==> src/rtl/kgp_prefix_adder_pipe.sv <==
// Pipelined WIDTH-bit adder/subtractor built on a Kogge-Stone KGP prefix tree,
// one register per prefix level, valid/ready flow control with a global stall.
module kgp_prefix_adder_pipe #(
  parameter int WIDTH = 16
) (
  input  logic             clk,
  input  logic             rst,
  input  logic             in_valid,
  output logic             in_ready,
  input  logic [WIDTH-1:0] a,
  input  logic [WIDTH-1:0] b,
  input  logic             cin,
  input  logic             op_sub,
  output logic             out_valid,
  input  logic             out_ready,
  output logic [WIDTH-1:0] sum,
  output logic             cout,
  output logic             ovf,
  output logic             zero
);

  localparam int L = $clog2(WIDTH);

  typedef enum logic [1:0] {
    KGP_K = 2'b00,
    KGP_P = 2'b01,
    KGP_G = 2'b11
  } kgp_t;

  // Node n carries the KGP symbol of bit position n-1; node 0 is the carry-in.
  typedef logic [WIDTH:0][1:0] kgp_vec_t;

  function automatic logic [1:0] kgp_combine(input logic [1:0] hi, input logic [1:0] lo);
    return (hi != KGP_P) ? hi : lo;
  endfunction

  logic             advance;
  logic [WIDTH-1:0] b_eff;
  logic             c0;
  kgp_vec_t         kgp_in;

  logic [L:0]       vld;
  logic [WIDTH-1:0] a_q   [0:L];
  logic [WIDTH-1:0] b_q   [0:L];
  kgp_vec_t         kgp_q [0:L];

  logic [WIDTH:0]   c;
  logic [WIDTH-1:0] sum_d;

  // The whole pipe moves as one; only out_ready reaches in_ready combinationally.
  assign advance  = ~out_valid | out_ready;
  assign in_ready = advance;

  assign b_eff     = op_sub ? ~b : b;
  assign c0        = op_sub | cin;
  assign kgp_in[0] = {c0, c0};

  // {a&b, a|b} yields K=00, P=01, G=11 and never 10.
  for (genvar i = 0; i < WIDTH; i++) begin : g_gen
    assign kgp_in[i+1] = {a[i] & b_eff[i], a[i] | b_eff[i]};
  end

  // NOTE: datapath registers carry no reset; the valid bits alone decide whether
  // their contents mean anything, so resetting them would only cost routing.
  always_ff @(posedge clk) begin
    if (advance && in_valid) begin
      a_q[0]   <= a;
      b_q[0]   <= b_eff;
      kgp_q[0] <= kgp_in;
    end
  end

  for (genvar j = 1; j <= L; j++) begin : g_level
    localparam int D = 1 << (j - 1);
    kgp_vec_t lvl;

    for (genvar n = 0; n <= WIDTH; n++) begin : g_node
      if (n >= D) begin : g_comb
        assign lvl[n] = kgp_combine(kgp_q[j-1][n], kgp_q[j-1][n-D]);
      end else begin : g_pass
        assign lvl[n] = kgp_q[j-1][n];
      end
    end

    always_ff @(posedge clk) begin
      if (advance) begin
        a_q[j]   <= a_q[j-1];
        b_q[j]   <= b_q[j-1];
        kgp_q[j] <= lvl;
      end
    end
  end

  // After L levels every node below WIDTH already reaches the carry-in. The top
  // node spans one bit further, so it takes one last combine with node 0.
  for (genvar i = 0; i < WIDTH; i++) begin : g_carry
    assign c[i] = (kgp_q[L][i] == KGP_G);
  end
  assign c[WIDTH] = (kgp_combine(kgp_q[L][WIDTH], kgp_q[L][0]) == KGP_G);

  assign sum_d = a_q[L] ^ b_q[L] ^ c[WIDTH-1:0];

  // NOTE: sequential state uses non-blocking assignments so every stage samples
  // the pre-edge value of the stage behind it.
  always_ff @(posedge clk) begin
    if (rst) begin
      vld       <= '0;
      out_valid <= 1'b0;
      sum       <= '0;
      cout      <= 1'b0;
      ovf       <= 1'b0;
      zero      <= 1'b0;
    end else if (advance) begin
      vld       <= {vld[L-1:0], in_valid};
      out_valid <= vld[L];
      if (vld[L]) begin
        sum  <= sum_d;
        cout <= c[WIDTH];
        ovf  <= c[WIDTH] ^ c[WIDTH-1];
        zero <= ~|sum_d;
      end
    end
  end

endmodule

==> config.mk <==
export PLATFORM = sky130hd
export DESIGN_NAME = kgp_prefix_adder_pipe
export DESIGN_NICKNAME = d
export VERILOG_FILES = /design/src/rtl/kgp_prefix_adder_pipe.sv
export SDC_FILE = /design/constraint.sdc
export NUM_CORES = 1
export LEC_CHECK = 0
export CAP_MARGIN = 20
export CORE_ASPECT_RATIO = 1.5
export CORE_UTILIZATION = 40
export DETAILED_ROUTE_END_ITERATION = 12
export GPL_TIMING_DRIVEN = 0
export HOLD_SLACK_MARGIN = 0.1
export SYNTH_ARGS = -nofsm -noshare
export SYNTH_HDL_FRONTEND = slang
export SYNTH_SLANG_ARGS = --single-unit
==> constraint.sdc <==
create_clock -name clk -period 8.6 [get_ports clk]
set_input_delay 2.58 -clock clk [delete_from_list [all_inputs] [get_ports clk]]
set_output_delay 2.58 -clock clk [all_outputs]
set_load 0.02 [all_outputs]
==> metrics <==
multi-input logic area 1860 um^2; Worst EP required approximately 6000 ps; worst path cell trace clkdlybuf4s50_1 > nor2b_4 > buf_6 > inv_12 > clkdlybuf4s50_1; r2r setup slk 5700 ps; Reg area 10300 um^2; Worst Setup Path Type in -> out; sequential fraction of the synthesis area a little over four fifths; HP Class reg -> reg; met3 WL post-DR 656 um; PwrDens about 250 nW/um^2; Setup crit start out_ready; FILL cells 2478; Routed Wire Length 17.4 mm; area of the die about 31000 um^2; initial antenna violation count 0; # DRC 0; CP Data Arrival Time 4460 ps; vias per cell 4.59; most frequent cells in the layout edfxtp_1 (325), clkdlybuf4s50_1 (56), o21a_1 (53), a21o_1 (53), nor2_1 (38); Worst-Skew Late Latency 560 ps; Max clock buf depth 3; Peak VDD IR about 0.13 mV; Tmin final 7040 ps; boundary pin count 59; DR WL met2 9.69 mm; worst slew pin tran 732 ps; CP startpoint kind input pin; IO buf count 56; RSZ-0062 raised after global routing false; CP max FO ~120; post-synth top area share roughly four fifths; mapped cell area ~12000 um^2; Worst path top cell family by delay buffers and inverters; CORE AREA 30200 um^2; DRT Pass-1 Iters 6; cts hold-fix bufs 0; skew final about 15 ps; Met1 Wirelength 6.69 mm; placed wire-length estimate 11.5 mm; postcts setup bufs 0; CTS clk-pin slew, worst paths 60 ps; die width ~140 um; slowest CP cell clkdlybuf4s50_1; Avg Inst Size Synth 18.9 um^2; top cells by area, synth edfxtp_1 (80%), dfxtp_1 (4.1%), a21o_1 (3.3%), o21a_1 (3.3%), xnor2_1 (2.3%); Top Layer Used met4; via count ~5300; end-of-flow core utilization roughly 48%; post-synthesis register bit count 350; pin count of the biggest net entering global routing 153; placed cells 1105; commonest non-fill, non-tap cell in the layout edfxtp_1; fmax 142 MHz; share of layout cells above drive strength 1 10.0%; Rows 78; Finish-stage setup viols 0; syn_nets 685; global-route wire length before repair 27.4 mm; area leader, netlist edfxtp_1; setup total negative slack 0 ps; vias in the first global route roughly 5500; period utilisation layout 81.9%; clock root buffer clkbuf_16; slew margin rel. 51.2%; fin cells 1160; status complete, no violations; synthesis-to-finish area growth 17.6%; Post-DRT Antenna Nets 0; effective utilization at floorplan about two fifths; most used cell, CP clkdlybuf4s50_1; # diodes 0; synth warn 0; htree depth 1; fin nets 775; leak pwr roughly 0.0052 uW; Hold Slack slightly above 400 ps; CTS Sinks between 300 and 400; endpoints failing hold 0; FF-to-FF Start out_valid; GPL Wtd Cong about 0.73; worst path bufs/invs 4; GRT Total Usage 11.4%; CTS Buf Count 30; post-synthesis cell type count 23; routed wire length per instance ~15 um; Worst setup EP type output port; grt ovf 0; CTS tree done; worst hold path startpoint b_q[0][56]; Initial DRC Count 338; slowest stage delay, CP 720 ps; Die Span Y between 200 and 250 um; Post-Syn Instances 647; post-CTS sizing 0; Max Slew Vio Count 0; Max Cap Viol 0
## logic make-up (layout without fill, tap and decap cells)
| group | after synthesis | count (layout) | share of synthesized area (%) |
|---|---|---|---|
| AND/OR/NAND/NOR | 105 | 105 | 4.15 |
| flip-flops | 350 | 350 | 84.0 |
| AO/OA/AOI/OAI | 131 | 131 | 7.59 |
| XOR/XNOR | 49 | 49 | 3.51 |
| buffers and inverters | 12 | 125 | 0.738 |
## Yosys cell counts, drive strengths merged
| cell | n |
|---|---|
| dfxtp | 25 |
| inv | 3 |
| edfxtp | 325 |
| xnor2 | 32 |
| nor3 | 2 |
| or2 | 17 |
| nor2 | 38 |
| and2 | 16 |
| xor2 | 17 |
| nor2b | 1 |
| nand4 | 3 |
| buf | 6 |
| nand3 | 2 |
| a32o | 1 |
| a21oi | 23 |
| a21o | 53 |
| nand2 | 26 |
| o21ai | 1 |
| o21a | 53 |
| clkbuf | 3 |
## power by group
part | internal (uW) | switching, uW
logic | 85.7 | 75.9
clock network | 837 | 561
registers | 2020 | 67.0
## metrics by stage
stage,setup slack [ps],power (uW),instance area [um^2]
floorplan,2330,2210,12200
global placement,722,2280,13300
detailed placement,1570,2290,13300
CTS,1570,3690,14400
global route,1500,3780,14400
finish,1560,3650,14400
## layer usage
layer	up-vias	global-route usage [%]
li1	2622	-
met1	2578	12.4
met2	105	21.6
met3	18	1.91
met4	0	4.32
met5	-	0
## worst paths after layout
check | endpoint | depth (start not counted)
worst max-delay path | in_ready | 5
worst min-delay path | b_q[0][72] | 0
worst max register to register | a_q[0][0] | 7
worst min register to register | b_q[0][72] | 0
## worst reg2reg max path, cell delays in order, from the launching register on
cell and delay (ps):
dfxtp_1 310, nor2b_4 120, buf_6 140, inv_12 370, buf_16 570, nand2_1 330, inv_2 400, buf_12 310
## layout make-up
cell class / count / share of cell area (%)
Sequential cell: 350 / 71.4
Buffer: 9 / 0.496
Timing Repair Buffer: 58 / 4.23
Tap cell: 400 / 3.48
Clock inverter: 19 / 1.72
Inverter: 3 / 0.165
Clock buffer: 36 / 5.53
Multi-Input combinational cell: 285 / 13.0
## sequential cells by signal, summed over array words and instances, names as in the netlist
signal     flops
a_q           80
b_q           80
cout           1
kgp_q        165
out_valid      1
ovf            1
sum           16
vld            5
zero           1
Power figures use the tool's default switching activity.
